<file path="config.mk">
export PLATFORM = sky130hd
export DESIGN_NAME = map_tile_renderer
export DESIGN_NICKNAME = d
export VERILOG_FILES = /design/src/rtl/map_tile_renderer.sv
export SDC_FILE = /design/constraint.sdc
export NUM_CORES = 1
export LEC_CHECK = 0
export CORE_MARGIN = 4
export CORE_UTILIZATION = 40
export CTS_CLUSTER_DIAMETER = 150
export DETAILED_ROUTE_END_ITERATION = 12
export SYNTH_ARGS = -nofsm -noshare
export SYNTH_HDL_FRONTEND = slang
export SYNTH_SLANG_ARGS = --single-unit
export TNS_END_PERCENT = 5
</file>
<file path="constraint.sdc">
create_clock -name CLOCK_50 -period 30.2 [get_ports CLOCK_50]
set_input_delay 6.04 -clock CLOCK_50 [delete_from_list [all_inputs] [get_ports CLOCK_50]]
set_output_delay 6.04 -clock CLOCK_50 [all_outputs]
set_load 0.02 [all_outputs]
</file>
<file path="src/rtl/map_tile_renderer.sv">
// Map tile renderer: loads one 40-tile map row per tile row during hblank, decodes tiles to RGB
// and counts remaining dots/pills per frame. Optional pill flashing enabled by PILL_FLASH_EN.
module map_tile_renderer (
  input  logic         CLOCK_50,
  input  logic         reset,
  input  logic [9:0]   x,
  input  logic [8:0]   y,
  output logic [4:0]   rdaddr,
  input  logic [159:0] rddata,
  output logic [7:0]   r,
  output logic [7:0]   g,
  output logic [7:0]   b,
  output logic [10:0]  items_left,
  output logic         frame_done
);

  localparam logic [23:0] C_BLACK   = 24'h000000;
  localparam logic [23:0] C_WHITE   = 24'hFFFFFF;
  localparam logic [23:0] C_BLUE    = 24'h0000FF;
  localparam logic [23:0] C_YELLOW  = 24'hFFFF00;
  localparam logic [23:0] C_RED     = 24'hFF0000;
  localparam logic [23:0] C_MAGENTA = 24'hFF00FF;

  typedef enum logic [1:0] {S_IDLE, S_ADDR, S_CAPT} state_t;

  state_t         r_state, w_state_nxt;
  logic           r_armed;
  logic [4:0]     r_rdaddr;
  logic [159:0]   r_line_buf;
  logic [10:0]    r_accum;
  logic [10:0]    r_items;
  logic           r_frame_done;
  logic [23:0]    r_rgb;

  logic           w_trig, w_go, w_row0_capt, w_pill_on, w_active;
  logic [4:0]     w_next_row;
  logic [5:0]     w_cnt;
  logic [5:0]     w_col;
  logic [3:0]     w_px, w_py, w_nib;
  logic           w_in_dot, w_in_pill, w_in_body;
  logic [23:0]    w_rgb;

  function automatic logic in_rng(input logic [3:0] v, input logic [3:0] lo, input logic [3:0] hi);
    return (v >= lo) && (v <= hi);
  endfunction

  // Trigger is a pure function of the current x/y so counter resyncs need no recovery.
  assign w_trig = r_armed && (x == 10'd640) &&
                  (((y[3:0] == 4'hF) && (y < 9'd479)) || (y == 9'd524));
  assign w_go        = w_trig && (r_state == S_IDLE);
  assign w_next_row  = (y == 9'd524) ? 5'd0 : (y[8:4] + 5'd1);
  assign w_row0_capt = (r_state == S_CAPT) && (r_rdaddr == 5'd0);

  always_ff @(posedge CLOCK_50) begin
    if (reset) r_state <= S_IDLE;
    else       r_state <= w_state_nxt;
  end

  always_comb begin
    w_state_nxt = r_state;
    case (r_state)
      S_IDLE:  if (w_go) w_state_nxt = S_ADDR;
      S_ADDR:  w_state_nxt = S_CAPT;
      S_CAPT:  w_state_nxt = S_IDLE;
      default: w_state_nxt = S_IDLE;
    endcase
  end

  // Dots (1), pills (2) and ghosts standing on a dot/pill (6, 7) all count as items.
  always_comb begin
    w_cnt = 6'd0;
    for (int i = 0; i < 40; i++) begin
      if ((rddata[4*i +: 4] == 4'd1) || (rddata[4*i +: 4] == 4'd2) ||
          (rddata[4*i +: 4] == 4'd6) || (rddata[4*i +: 4] == 4'd7))
        w_cnt = w_cnt + 6'd1;
    end
  end

  always_ff @(posedge CLOCK_50) begin
    if (reset) begin
      r_armed      <= 1'b1;
      r_rdaddr     <= 5'd0;
      r_line_buf   <= '0;
      r_accum      <= 11'd0;
      r_items      <= 11'd0;
      r_frame_done <= 1'b0;
    end else begin
      r_frame_done <= 1'b0;
      if (x != 10'd640) r_armed <= 1'b1;
      else if (w_go)    r_armed <= 1'b0;
      if (w_go) r_rdaddr <= w_next_row;
      if (r_state == S_CAPT) begin
        r_line_buf <= rddata;
        if (w_row0_capt) begin
          r_items      <= r_accum;
          r_accum      <= {5'd0, w_cnt};
          r_frame_done <= 1'b1;
        end else begin
          r_accum <= r_accum + {5'd0, w_cnt};
        end
      end
    end
  end

`ifdef PILL_FLASH_EN
  logic [4:0] r_frame_cnt;

  always_ff @(posedge CLOCK_50) begin
    if (reset)            r_frame_cnt <= 5'd0;
    else if (w_row0_capt) r_frame_cnt <= r_frame_cnt + 5'd1;
  end

  assign w_pill_on = ~r_frame_cnt[4];
`else
  assign w_pill_on = 1'b1;
`endif

  assign w_col    = x[9:4];
  assign w_px     = x[3:0];
  assign w_py     = y[3:0];
  assign w_active = (x < 10'd640) && (y < 9'd480);

  // Column 0 sits in the MSB nibble of the line buffer.
  always_comb begin
    w_nib = 4'd0;
    for (int i = 0; i < 40; i++) begin
      if (w_col == 6'(i)) w_nib = r_line_buf[(159 - 4*i) -: 4];
    end
  end

  assign w_in_dot  = in_rng(w_px, 4'd6, 4'd9)  && in_rng(w_py, 4'd6, 4'd9);
  assign w_in_pill = in_rng(w_px, 4'd4, 4'd11) && in_rng(w_py, 4'd4, 4'd11);
  assign w_in_body = in_rng(w_px, 4'd2, 4'd13) && in_rng(w_py, 4'd2, 4'd13);

  always_comb begin
    w_rgb = C_BLACK;
    if (w_active) begin
      case (w_nib)
        4'd0:    w_rgb = C_BLACK;
        4'd1:    if (w_in_dot) w_rgb = C_WHITE;
        4'd2:    if (w_in_pill && w_pill_on) w_rgb = C_WHITE;
        4'd3:    w_rgb = C_BLUE;
        4'd4:    if (w_in_body) w_rgb = C_YELLOW;
        4'd5, 4'd6, 4'd7: if (w_in_body) w_rgb = C_RED;
        default: w_rgb = C_MAGENTA;
      endcase
    end
  end

  always_ff @(posedge CLOCK_50) begin
    if (reset) r_rgb <= C_BLACK;
    else       r_rgb <= w_rgb;
  end

  assign r          = r_rgb[23:16];
  assign g          = r_rgb[15:8];
  assign b          = r_rgb[7:0];
  assign rdaddr     = r_rdaddr;
  assign items_left = r_items;
  assign frame_done = r_frame_done;

endmodule

</file>
==> flow_metrics.py <==
metrics = {
    "sta": {
        "slew_violations": 0,
        "finalSetupViolations": 0,
        "finalHoldViolCount": 0,
        "finalClockSkew_ns": 0.01547,
        "max_freq_mhz": 34.37,
        "post-route-period-util_pct": 96.34,
        "fin_hold_ws_ns": 0.4524,
        "slew_headroom_pct": 25.11,
        "finalCriticalPeriod_ns": 29.10,
        "worst_pin_slew_ns": 1.123,
    },
    "synthesis": {
        "synth.most_common_cell": "nand2_1",
        "yosys_warnings": 0,
        "synthAdderAreaFrac_pct": 4.667,
        "yosys.area_share.xor_xnor_pct": 15.24,
        "synth.avg_cell_area_um2": 7.513,
        "muxShareOfSynthArea_pct": 5.376,
        "synthesis.area_mm2": 0.01518,
        "synth-compound-area-share_pct": 18.62,
        "synth_top_family_by_area": "simple AND/OR/NAND/NOR gates",
        "synth-simple-area-share_pct": 26.27,
        "synth.yosys.seq_area_share_pct": 25.59,
        "synth.distinct_cells": 97,
        "synth_ff_type": "dfxtp_1",
        "ys_ff_latch": 194,
        "synth_area_leaders": "dfxtp_1 (26%), nand2_1 (12%), a21oi_1 (8.2%)",
        "synth_top_cell_area_share_pct": 25.59,
        "synth_top_area_cell": "dfxtp_1",
        "syn-instance-count": 2020,
        "synth_edf_count": 0,
        "ys_async_sr_fraction_pct": 0,
        "synth_top_cells_by_count": "nand2_1 (477), a21oi_1 (248), dfxtp_1 (194)",
        "syn-num-nets": 2257,
    },
    "layout": {
        "finalNetCount": 2538,
        "drive_gt1_share_pct": 15.51,
        "seq_area_mm2": 0.003884,
        "final_core_util_pct": 52.61,
        "syn_to_final_growth_pct": 30.27,
        "fillCellCount": 3654,
        "multiInputGateArea_mm2": 0.01116,
    },
    "power": {
        "power_density_mw_per_mm2": 145.9,
        "p_leak_nw": 7.064,
        "total_power_mw": 2.885,
        "ir_worst_vdd_uv": 147.9,
    },
    "critical_path": {
        "reg2reg_from": "r_line_buf[129]",
        "cpPeakStageDelay_ns": 0.49,
        "start_kind": "input pin",
        "cp.required_ns": 30.51,
        "cp-startpoint": "rddata[0]",
        "critical_path_class": "input pin to flop",
        "cpMostUsedCell": "ha_1",
        "endpoint_kind": "flop",
        "crit_arrival_ns": 29.40,
        "crit_path_max_fanout": 3,
        "worst_path_max_delay_cell": "clkdlybuf4s50_1",
    },
    "global_route": {
        "grt-ovfl-total": 0,
        "grt_use_total_pct": 22.54,
        "antenna_found_initial": 3,
        "grt_pass1_wl_mm": 76.04,
        "grt_pass1_vias": 14430,
        "grt_max_degree": 112,
    },
    "placed_design": {
        "place_congestion": 0.8960,
        "hpwlAfterDp_mm": 35.40,
        "io_buffers": 221,
    },
    "die": {
        "rows": 71,
        "coreArea_mm2": 0.03758,
        "die-area_mm2": 0.04112,
        "die_w_um": 202.8,
        "ioPinCount": 222,
        "start_util_pct": 40.39,
        "die_h_um": 202.8,
    },
    "flow_run": {
        "maxCapViolCount": 0,
    },
    "clock_tree": {
        "clk_path_buf_depth": 2,
        "cts_buffers": 17,
        "cts-root-buf": "clkbuf_16",
        "clkSlewWorstSetupHoldPaths_ns": 0.07,
        "clkLatencyLatePin_ns": 0.45,
        "cts.sinks": 194,
        "h-tree-depth": 4,
        "cts_tree": "done",
    },
    "route": {
        "ant_nets": 0,
        "drcViolationCount": 0,
        "vias_per_cell": 5.326,
        "dr_total_vias": 15060,
        "routed_wl_mm": 48.51,
        "wl_per_cell_um": 17.16,
        "drt_pass1_iterations": 5,
        "initialDrtViolationCount": 1117,
    },
    "run_status": {
        "outcome": "complete, no violations",
    },
    "hold_path": {
        "worstHoldPathType": "flop to flop",
        "min_from": "r_line_buf[105]",
    },
}
==> power by group <==
group          internal (mW)  switching [mW]  leakage, nW
clock                  0.119           0.111        0.279
combinational           1.20            1.20         5.22
sequential             0.256        0.000529         1.56
==> registers in the layout, indices dropped and copies added, names as in the netlist <==
signal,cells
items_left,11
r_armed,1
r_accum,11
rdaddr,5
r_line_buf,160
r_state,2
r_rgb,3
frame_done,1
==> cell usage in the layout (no fill, tap or decap), drive strengths merged, types with 48 or more instances in the layout <==
| master | count |
|---|---|
| ha | 55 |
| clkdlybuf4s50 | 218 |
| xnor2 | 141 |
| o21ai | 64 |
| nor2 | 137 |
| buf | 156 |
| nand2 | 477 |
| a21oi | 248 |
| xor2 | 48 |
| nor2b | 71 |
| dfxtp | 194 |
==> metrics by stage <==
step / cell area, um^2 / TNS, ns / std cells / worst slack, ns
final: 19770 / 0 / 2827 / 1.105
after global routing: 19770 / -0.1633 / 2827 / -0.08624
after CTS: 19240 / 0 / 2810 / 0.007496
after detailed placement: 18170 / -7.786 / 2724 / -1.087
after global placement: 18170 / -1.410 / 2724 / -0.3587
after floorplan: 15180 / 0 / 2020 / 0.3019
==> worst paths after layout <==
check                    end  slack (ns)  cells past startpoint
min          r_line_buf[105]        0.45                      2
min reg2reg  r_line_buf[105]        0.45                      2
max reg2reg        r_rgb[15]       25.06                     22
max              r_accum[10]        1.10                    133
==> area by class of cell <==
type,instances,area share (%)
clock buffer,18,2.222
tap,511,3.234
timing repair buffer,374,16.99
antenna,2,0.02532
multi-input combinational,1676,56.44
inverter,38,0.7215
clock inverter,14,0.7278
sequential,194,19.65
==> cells by family (layout without fill, tap and decap cells) <==
group	count (synthesis)	in the layout
AND/OR/NAND/NOR	884	884
AO/OA/AOI/OAI	466	466
XOR/XNOR	205	205
flip-flops	194	194
buffers and inverters	150	444
multiplexers	65	65
adder cells (fa/ha/maj)	56	56
other	0	2
==> repair_timing <==
action,CTS,global route
cloned,0,0
endpoints found under the setup margin,9,10
pin swaps,15,41
buffers inserted,54,15
resized for setup,16,78
endpoints found under the hold margin,0,0
hold buffers,0,0
==> worst max-delay path: cells and delay by family <==
| family | cells | cell delay, ns |
|---|---|---|
| AO/OA/AOI/OAI | 35 | 4.63 |
| buffers and inverters | 7 | 0.94 |
| XOR/XNOR | 2 | 0.33 |
| AND/OR/NAND/NOR | 41 | 4.15 |
| adder cells (fa/ha/maj) | 39 | 10.80 |
| multiplexers | 9 | 2.47 |
==> per-layer routing <==
layer / up-vias / global-route usage, % / part of all wire (%)
met5: - / 0 / 0.029
met4: 2 / 6.862 / 2.7
met3: 81 / 3.194 / 5.1
met2: 368 / 36.34 / 46
met1: 7054 / 31.45 / 46
li1: 7551 / - / -
(Power assumes the default switching activity.)
